===== src/rtl/serial_frame_tx_pkg.sv =====
// Shared definitions for the serial framed link (transmit and receive sides).
//   tx_state_e : frame sequencer states
//   LineIdle   : level of the serial line between frames
//   LineStart  : level of the start bit
//   ParityOdd  : parity-type selector; 0 gives even parity (parity bit = XOR of data)
package serial_frame_tx_pkg;

    typedef enum logic [2:0] {
        StIdle   = 3'd0,
        StStart  = 3'd1,
        StData   = 3'd2,
        StParity = 3'd3,
        StStop   = 3'd4
    } tx_state_e;

    localparam logic LineIdle  = 1'b1;
    localparam logic LineStart = 1'b0;
    localparam logic ParityOdd = 1'b0;

endpackage


===== src/rtl/serial_frame_tx_bit_timer.sv =====
// Bit-period timer for the serial transmitter.
// Down-counter reloaded to BIT_CYCLES-1 by restart_i; bit_done_o is high in the last cycle
// of the current bit period (counter at zero). All updates on the falling clock edge.
// Ports:
//   clk_ni     clock, falling-edge active
//   clr_ni     synchronous active-low clear
//   restart_i  start a new bit period at this edge
//   bit_done_o current bit period ends at the next edge
module serial_frame_tx_bit_timer #(
    parameter int unsigned BIT_CYCLES = 4
) (
    input  logic clk_ni,
    input  logic clr_ni,
    input  logic restart_i,
    output logic bit_done_o
);

    localparam int unsigned TimW = $clog2(BIT_CYCLES) + 1;

    logic [TimW-1:0] cnt_d, cnt_q;

    always_comb begin
        cnt_d = cnt_q;
        if (restart_i) begin
            cnt_d = TimW'(BIT_CYCLES - 1);
        end else if (cnt_q != '0) begin
            cnt_d = cnt_q - TimW'(1);
        end
    end

    always_ff @(negedge clk_ni) begin
        if (!clr_ni) begin
            cnt_q <= '0;
        end else begin
            cnt_q <= cnt_d;
        end
    end

    assign bit_done_o = (cnt_q == '0);

endmodule


===== src/rtl/serial_frame_tx.sv =====
// Parallel-to-serial framed transmitter.
// Accepts a WIDTH-bit word on an active-low load strobe while Ready=1 and sends
// start bit (0), data LSB first, optional even parity, stop bit (1), each held for
// BIT_CYCLES clocks. All state changes on the falling edge of ClkN; all outputs are flops.
// Optional feature: define SERIAL_TX_PARITY_EN to insert the parity bit before the stop bit.
// Ports:
//   ClkN      clock, falling-edge active
//   ClrN      synchronous active-low reset (aborts a frame in progress, no FrameEnd)
//   LoadN     active-low load request, honoured only while Ready=1
//   Din       parallel word, sampled on the accepting edge only
//   Ready     1 = idle, a load will be accepted at the next edge
//   SerOut    serial line, idles high
//   FrameEnd  one-cycle pulse after the stop bit completes
module serial_frame_tx
    import serial_frame_tx_pkg::*;
#(
    parameter int unsigned WIDTH      = 8,
    parameter int unsigned BIT_CYCLES = 4
) (
    input  logic             ClkN,
    input  logic             ClrN,
    input  logic             LoadN,
    input  logic [WIDTH-1:0] Din,
    output logic             Ready,
    output logic             SerOut,
    output logic             FrameEnd
);

    localparam int unsigned IdxW = $clog2(WIDTH) + 1;

    tx_state_e        state_d, state_q;
    logic [WIDTH-1:0] shift_d, shift_q;
    logic [WIDTH-1:0] shifted;
    logic [IdxW-1:0]  idx_d, idx_q;
    logic             ser_d, ser_q;
    logic             ready_d, ready_q;
    logic             fend_d, fend_q;
    logic             restart;
    logic             bit_done;
`ifdef SERIAL_TX_PARITY_EN
    logic             par_d, par_q;
`endif

    serial_frame_tx_bit_timer #(
        .BIT_CYCLES (BIT_CYCLES)
    ) u_bit_timer (
        .clk_ni     (ClkN),
        .clr_ni     (ClrN),
        .restart_i  (restart),
        .bit_done_o (bit_done)
    );

    assign shifted = shift_q >> 1;

    // Next-state values are the line levels for the coming bit, so SerOut is a plain flop.
    always_comb begin
        state_d = state_q;
        shift_d = shift_q;
        idx_d   = idx_q;
        ser_d   = ser_q;
        ready_d = ready_q;
        fend_d  = 1'b0;
        restart = 1'b0;
`ifdef SERIAL_TX_PARITY_EN
        par_d   = par_q;
`endif
        unique case (state_q)
            StIdle: begin
                if (!LoadN) begin
                    state_d = StStart;
                    shift_d = Din;
                    idx_d   = '0;
                    ser_d   = LineStart;
                    ready_d = 1'b0;
                    restart = 1'b1;
`ifdef SERIAL_TX_PARITY_EN
                    par_d   = (^Din) ^ ParityOdd;
`endif
                end
            end
            StStart: begin
                if (bit_done) begin
                    state_d = StData;
                    ser_d   = shift_q[0];
                    restart = 1'b1;
                end
            end
            StData: begin
                if (bit_done) begin
                    restart = 1'b1;
                    if (idx_q == IdxW'(WIDTH - 1)) begin
                        idx_d = '0;
`ifdef SERIAL_TX_PARITY_EN
                        state_d = StParity;
                        ser_d   = par_q;
`else
                        state_d = StStop;
                        ser_d   = LineIdle;
`endif
                    end else begin
                        idx_d   = idx_q + IdxW'(1);
                        shift_d = shifted;
                        ser_d   = shifted[0];
                    end
                end
            end
`ifdef SERIAL_TX_PARITY_EN
            StParity: begin
                if (bit_done) begin
                    state_d = StStop;
                    ser_d   = LineIdle;
                    restart = 1'b1;
                end
            end
`endif
            StStop: begin
                if (bit_done) begin
                    state_d = StIdle;
                    ser_d   = LineIdle;
                    ready_d = 1'b1;
                    fend_d  = 1'b1;
                end
            end
            default: begin
                state_d = StIdle;
                ser_d   = LineIdle;
                ready_d = 1'b1;
            end
        endcase
    end

    always_ff @(negedge ClkN) begin
        if (!ClrN) begin
            state_q <= StIdle;
            shift_q <= '0;
            idx_q   <= '0;
            ser_q   <= LineIdle;
            ready_q <= 1'b1;
            fend_q  <= 1'b0;
`ifdef SERIAL_TX_PARITY_EN
            par_q   <= 1'b0;
`endif
        end else begin
            state_q <= state_d;
            shift_q <= shift_d;
            idx_q   <= idx_d;
            ser_q   <= ser_d;
            ready_q <= ready_d;
            fend_q  <= fend_d;
`ifdef SERIAL_TX_PARITY_EN
            par_q   <= par_d;
`endif
        end
    end

    assign SerOut   = ser_q;
    assign Ready    = ready_q;
    assign FrameEnd = fend_q;

endmodule

===== config.mk =====
export PLATFORM = sky130hd
export DESIGN_NAME = serial_frame_tx
export DESIGN_NICKNAME = d
export VERILOG_FILES = /design/src/rtl/serial_frame_tx_pkg.sv /design/src/rtl/serial_frame_tx_bit_timer.sv /design/src/rtl/serial_frame_tx.sv
export SDC_FILE = /design/constraint.sdc
export NUM_CORES = 1
export LEC_CHECK = 0
export BUFFER_PORTS_ARGS = -buffer_cell sky130_fd_sc_hd__buf_2
export CAP_MARGIN = 20
export CORE_MARGIN = 10
export CORE_UTILIZATION = 30
export CTS_BUF_LIST = sky130_fd_sc_hd__clkbuf_8
export CTS_CLUSTER_DIAMETER = 100
export DETAILED_ROUTE_END_ITERATION = 10
export SYNTH_ARGS = -nofsm -noshare
export SYNTH_HDL_FRONTEND = slang
export SYNTH_SLANG_ARGS = --single-unit

===== constraint.sdc =====
create_clock -name ClkN -period 1.7 [get_ports ClkN]
set_clock_uncertainty 0.05 [all_clocks]
set_input_delay 0.17 -clock ClkN [delete_from_list [all_inputs] [get_ports ClkN]]
set_output_delay 0.17 -clock ClkN [all_outputs]
set_load 0.02 [all_outputs]

Word-level counts from Yosys, hierarchy flattened
Index checks and enable logic that the tools add are counted.

operators by class
  add/subtract/negate cells = 2
  eq/ne operators = 10
  mux-type cells = 26
  bitwise gates (word level) = 2
  reduce and logical (&&, ||, !) cells = 13

operators with widths
  kind                 number
  $mux 8               3
  $pmux 8 s2           1
  $mux 3               5
  $mux 4               3
  $ne 2x2->1 const B   6
  $pmux 3 s4           1
  $pmux 4 s2           1
  $reduce_and 4->1     2
  $mux 1               7
  $logic_not 3->1      2
  $reduce_and 3->1     2
  $reduce_and 5->1     1
  $add 4x1->4 const B  1
  $eq 4x3->1 const B   1
  $mux 2               2
  $pmux 1 s4           1
  $reduce_bool 2->1    2
  $reduce_or 2->1      2
  $eq 3x1->1 const B   1
  $eq 3x2->1 const B   1
  $eq 3x3->1 const B   1
  $pmux 1 s3           1
  $reduce_bool 3->1    1
  $sub 3x1->3 const B  1
  other kinds (3)      4

storage, ports and cells
  input port bits = 11
  logic and storage cells = 61
  register bits = 21

Logic depth before layout (Yosys ltp)
Gate-level depths: netlist of run 1.

  depth in word-level cells = 4
  mapped depth = 7

By module
Synthesis of run 1 repeated with hierarchy kept, for this count alone.

second synthesis, totals
  cells, all modules = 136
  area total of the unflattened synthesis = 1112.3 µm²

by module, submodules not included
  module                     area an instance (µm²)  times used  seq. area each (µm²)  cells an instance
  serial_frame_tx            929.6                   1           360.3                 117
  serial_frame_tx_bit_timer  182.7                   1           60.1                  19

==> summary.md, run 1 <==
| Metric | Value |
|---|---|
| CTS Buf Count | 3 |
| DRC viols | 0 |
| Layout cell share with drive strength beyond 1 | 25.7% |
| Row count | 22 |
| Clk buf depth | 2 |
| Congestion Overflow GR | 0 |
| Failing checks | negative setup slack |
| Post-synth ARST share | 0% |
| CTS root buffer | clkbuf_8 |
| Starting Density | between 30% and 40% |
| Initial antenna violation count | 0 |
| Critical path cell sequence | buf_6 |
| Unrepaired setup endpoints after global routing | true |
| Status | finished with violations |
| GR Util All Layers | 8.92% |
| Core area | 0.00361 mm² |
| Antenna Cells | 0 |
| Depth of the worst hold-timing path | 2 |
| Mapped Cells | around 130 |
| Drt pass-1 iters | 4 |
| Area of the die | ~0.0065 mm² |
| Sink Count | 21 |
| Slew @ Worst Pin | between 0.3 and 0.4 ns |
| Largest net degree at the start of global routing | 12 |
| Cell count of the worst reg-to-reg path | 6 |
| # port buffers | 13 |
| Synth cell types | 37 |
| Critical path buffers and inverters | 1 |
| Final setup vio count | 3 |
| Clock-pin slew on the worst setup and hold paths | approximately 0.030 ns |
| CP top delay family | flip-flops |
| Post-Route Setup TNS | -0.391 ns |
| Peak VDD IR | ~0.59 mV |
| Syn avg cell area | slightly below 9 µm² |
| Critical path arrival | roughly 1.6 ns |
| Share of the synthesized area in the top cell type | 37.9% |
| Destination of the critical timing path | SerOut |
| Commonest non-fill, non-tap cell in the layout | inv_1 |
| Startpoint types | register |
| Via count | 1057 |
| Violation count after the first detailed-route iteration | 45 |
| HP Start | Ready |
| Reg-to-Reg Start | u_bit_timer.cnt_q[0] |
| Syn Nets | 141 |
| Leak pwr | between 0.6 and 0.7 nW |
| Global-route wire length before repair | about 4800 µm |
| Die H | just over 80 µm |
| Pwr Density | 1140 mW/mm² |
| Nets | approximately 180 |
| Area grow syn2layout | 30.6% |
| GPL Wtd Cong | 0.746 |
| Critical path type | reg2out |
| Total power | 1.66 mW |
| Dpl ws | -0.371 ns |
| Via-to-Cell Ratio | 4.92 |
| Top cells by area, synth | dfxtp_1 38%, mux2i_1 8.1%, a21oi_1 7.2% |
| Slowest cell on the critical path | dfxtp_2 |
| Setup crit start | SerOut |
| Flop2flop setup slack | around 0.11 ns |
| Final WS setup | -0.138 ns |
| Post-synth EDFFs | 0 |
| Synthesis Warnings | 0 |
| Final antenna-violating net count | 0 |
| Vias in the first global route | 1128 |
| Slowest stage delay, CP | about 0.32 ns |
| Cts-stage hold buffer count | 0 |
| Max Cap Viol | 0 |
| Setup repair bufs after CTS | 0 |
| CTS tree | done |
| Core Util, Final | 40.2% |
| Ys flop type | dfxtp_1 |
| CP required | between 1 and 1.5 ns |
| WP depth | 1 |
| Worst r2r dst | idx_q[0] |
| H-tree depth | 1 |
| Slew margin rel. | 74.3% |
| DR WL/cell | approximately 13 µm |
| Hold crit path type | reg2reg |
| Routed WL | about 2700 µm |
| Most frequent cells in the layout | 27 x inv_1, 18 x dfxtp_1, 16 x a21oi_1, 14 x nor2_1, 10 x buf_2 |
| Io pins | 14 |
| Final Hold Viols | 0 |
| Die Wd | 80.8 µm |
| Max Transition Viols Final | 0 |
| Post-synthesis sequential area ratio | 37.9% |
| Post-Syn Area | approximately 0.0011 mm² |
| Crit path capture type | output pin |
| Yosys reg bits | 21 |
| Worst skew pair latency | 0.34 ns |
| Worst Path Max Fanout | 2 |
| Area leader, netlist | dfxtp_1 |
| DP HPWL | around 2000 µm |
worst register-to-register path, cell delays in order, from the launching register on:
cell	delay (ns)
dfxtp_1	0.34
inv_1	0.08
ha_2	0.21
and3b_2	0.25
o21a_4	0.26
mux2_4	0.27
nor2_2	0.08
synth_stat cells (3+ instances only):
cell type / number
buf_4: 3
nor2_1: 16
nand2_1: 5
dfxtp_1: 21
a211oi_1: 9
ha_1: 3
nor3_1: 4
mux2i_1: 9
a21oi_1: 16
o21a_1: 3
inv_1: 6
stage by stage:
stage               cell area (µm²)  hold slack (ns)  cells
finish                         1450            0.409    215
global route                   1450            0.465    215
CTS                            1430            0.413    215
detailed placement             1270            0.403    191
global placement               1270            0.399    191
floorplan                      1120            0.399    127
final cells by class:
| cell class | instances | area, µm² |
|---|---|---|
| well taps | 48 | 60.1 |
| repair buffers | 22 | 151 |
| clock buffers | 3 | 41.3 |
| clock inverters | 22 | 82.6 |
| multi-input cells | 94 | 671 |
| inverters | 5 | 18.8 |
| fillers | 390 | 2160 |
| flip-flops and latches | 21 | 424 |
state kept, by name (all words and copies together) (netlist names):
name               cells
u_bit_timer.cnt_q      3
idx_q                  4
Ready                  1
state_q                3
shift_q                8
FrameEnd               1
SerOut                 1
repair_timing:
item	in CTS	in global routing
hold endpoints to repair	0	0
cloned	0	0
gates resized for setup	11	7
endpoints found under the setup margin	5	11
routing by layer:
metal  track usage (%)  share of wire, %  vias up
met5                 0                 0        -
met4              3.63               1.0        0
met3              5.41               6.3        5
met2              14.6                49       21
met1              9.04                44      490
li1                  -                 -      541
power by group:
| group | internal [mW] | switching [mW] |
|---|---|---|
| Clock | 0.226 | 0.288 |
| Combinational | 0.241 | 0.281 |
| Sequential | 0.569 | 0.0539 |
| Total | 1.04 | 0.623 |
how the worst min path moves through the flow:
| stage | endpoint | slack, ns |
|---|---|---|
| final | Ready | 0.41 |
| after global routing | idx_q[3] | 0.46 |
| after CTS | Ready | 0.41 |
| after detailed placement | Ready | 0.40 |
| after global placement | Ready | 0.40 |
| after floorplan | shift_q[7] | 0.40 |
cells by family after synthesis:
family          Yosys count  share of synthesized area, %
compound gates           40                          24.0
simple gates             39                          18.2
flops                    21                          37.9
buf+inv                  12                          5.86
mux                      10                          9.13
fa+ha+maj                 3                          3.38
xor+xnor                  2                          1.58
No activity file was read; power rests on OpenSTA's default activity.
==> inputs of run 2 (changes only) <==
--- a/config.mk
+++ b/config.mk
@@ -12,6 +12,7 @@
 export CTS_BUF_LIST = sky130_fd_sc_hd__clkbuf_8
 export CTS_CLUSTER_DIAMETER = 100
 export DETAILED_ROUTE_END_ITERATION = 10
+export SKIP_CTS_REPAIR_TIMING = 1
 export SYNTH_ARGS = -nofsm -noshare
 export SYNTH_HDL_FRONTEND = slang
 export SYNTH_SLANG_ARGS = --single-unit
==> summary.md, run 2 (synthesized netlist as in run 1, its figures left out) <==
| Metric | Value |
|---|---|
| Status | finished with violations (unchanged) |
| Failing checks | negative setup slack (unchanged) |
| CTS tree | done (unchanged) |
| Int Power | 1.04 mW (about the same) |
| Commonest non-fill, non-tap cell in the layout | inv_1 (unchanged) |
| Max FFs per register | 8 (unchanged) |
| Worst hold margin | 0.409 ns (about the same) |
| Largest register by flop count | shift_q (unchanged) |
| Slowest stage delay, CP | 0.32 ns (about the same) |
| Startpoint types | register (unchanged) |
| Drt pass-1 iters | 4 (unchanged) |
| Cell count of the worst reg-to-reg path | 6 (unchanged) |
| Total power | 1.67 mW (was 1.66 mW) |
| Die Wd | 80.8 µm (unchanged) |
| Final WS setup | -0.139 ns (was -0.138 ns) |
| Pwr Density | 1140 mW/mm² (about the same) |
| Slew margin rel. | 74.5% (was 74.3%) |
| Most frequent cells in the layout | 27 x inv_1, 18 x dfxtp_1, 16 x a21oi_1, 14 x nor2_1, 10 x buf_2 (unchanged) |
| Routed WL | 2720 µm (was 2740 µm) |
| Core Util, Final | 40.6% (was 40.2%) |
| Starting Density | 30.8% (unchanged) |
| Worst skew pair latency | 0.34 ns (about the same) |
| Max Transition Viols Final | 0 (unchanged) |
| CTS root buffer | clkbuf_8 (unchanged) |
| # port buffers | 13 (unchanged) |
| Area of the die | 0.00653 mm² (unchanged) |
| Global-route wire length before repair | 4860 µm (was 4830 µm) |
| CTS Buf Count | 3 (unchanged) |
| Sink Count | 21 (unchanged) |
| Slew @ Worst Pin | 0.382 ns (was 0.385 ns) |
| Congestion Overflow GR | 0 (unchanged) |
| Largest net degree at the start of global routing | 12 (unchanged) |
| Reg-to-Reg Start | u_bit_timer.cnt_q[0] (unchanged) |
| Peak VDD IR | 0.606 mV (was 0.586 mV) |
| GPL Wtd Cong | 0.746 (unchanged) |
| DP HPWL | 2000 µm (unchanged) |
| Critical path type | reg2out (unchanged) |
| Io pins | 14 (unchanged) |
| Clock share of power | 30.8% (was 31.0%) |
| Final setup vio count | 3 (unchanged) |
| Critical path cell sequence | buf_6 (unchanged) |
| Worst r2r dst | idx_q[0] (unchanged) |
| Psw | 0.629 mW (was 0.623 mW) |
| Layout cell share with drive strength beyond 1 | 26.9% (was 25.7%) |
| Via count | 1064 (was 1057) |
| Violation count after the first detailed-route iteration | 38 (was 45) |
| Fill cell count | 391 (was 390) |
| Die H | 80.8 µm (unchanged) |
| Antenna Cells | 0 (unchanged) |
| Sw frac | 37.7% (was 37.5%) |
| Area grow syn2layout | 31.8% (was 30.6%) |
| CP top delay family | flip-flops (unchanged) |
| Via-to-Cell Ratio | 4.95 (was 4.92) |
| Clk buf depth | 2 (unchanged) |
| Vias in the first global route | 1134 (was 1128) |
| Critical path buffers and inverters | 1 (unchanged) |
| DRC viols | 0 (unchanged) |
| Hold crit path type | reg2reg (unchanged) |
| DR WL/cell | 12.7 µm (about the same) |
| H-tree depth | 1 (unchanged) |
| Final Hold Viols | 0 (unchanged) |
| Core area | 0.00361 mm² (unchanged) |
| Nets | 182 (unchanged) |
| Row count | 22 (unchanged) |
| Leading registers by flop count | shift_q: 8 flops, idx_q: 4 flops (unchanged) |
| Crit path capture type | output pin (unchanged) |
| Setup crit start | SerOut (unchanged) |
| Critical path arrival | 1.62 ns (about the same) |
| Initial antenna violation count | 0 (unchanged) |
| Sequential share of power | 37.4% (was 37.6%) |
| GR Util All Layers | 8.96% (was 8.92%) |
| Comb pwr share | 31.8% (was 31.4%) |
| Max Cap Viol | 0 (unchanged) |
| Flop2flop setup slack | 0.10 ns (was 0.11 ns) |
| WP depth | 1 (unchanged) |
| Unrepaired setup endpoints after global routing | true (unchanged) |
| Slowest cell on the critical path | dfxtp_2 (unchanged) |
| CP required | 1.48 ns (about the same) |
| Destination of the critical timing path | SerOut (unchanged) |
| Worst Path Max Fanout | 2 (unchanged) |
| Leak pwr | 0.653 nW (was 0.650 nW) |
| Clock-pin slew on the worst setup and hold paths | 0.03 ns (about the same) |
| Final antenna-violating net count | 0 (unchanged) |
| Post-Route Setup TNS | -0.394 ns (was -0.391 ns) |
[run 2: worst min-delay path by stage]
stage,cells after the start,startpoint,slack (ns),endpoint
2_1_floorplan,2,shift_q[7],0.40,shift_q[7]
3_3_place_gp,2,Ready,0.40,Ready
3_5_place_dp,2,Ready,0.40,Ready
4_1_cts,2,Ready,0.41,Ready
5_1_grt,1,idx_q[3],0.46,idx_q[3]
6_report,2,Ready,0.41,Ready
[run 2: stage by stage]
stage | setup WS (ns) | instance area, µm² | cells
finish | -0.139 | 1460 | 215
global route | -0.190 | 1460 | 215
CTS | -0.200 | 1390 | 215
detailed placement | -0.371 | 1270 | 191
global placement | -0.288 | 1270 | 191
floorplan | -0.0597 | 1120 | 127
[run 2: per-layer routing]
layer	vias up	global-route usage, %	part of all wire (%)
li1	541	-	-
met1	497	9.10	44
met2	21	14.7	49
met3	5	5.41	6.2
met4	0	3.63	1.0
met5	-	0	0
[run 2: power groups by stage]
stage / clock [mW] / sequential (mW) / combinational [mW]
2_1_floorplan: 0.0792 / 0.623 / 0.373
3_3_place_gp: 0.0792 / 0.622 / 0.461
3_5_place_dp: 0.0792 / 0.625 / 0.485
4_1_cts: 0.548 / 0.619 / 0.486
5_1_grt: 0.624 / 0.632 / 0.598
6_report: 0.514 / 0.623 / 0.529
[run 2: cell type report]
type,instances,area [µm²],share of cell area [%]
Multi-Input combinational cell,94,684,46.8
Sequential cell,21,424,29.0
Timing Repair Buffer,22,151,10.4
Clock inverter,22,82.6,5.65
Tap cell,48,60.1,4.11
Clock buffer,3,41.3,2.82
Inverter,5,18.8,1.28
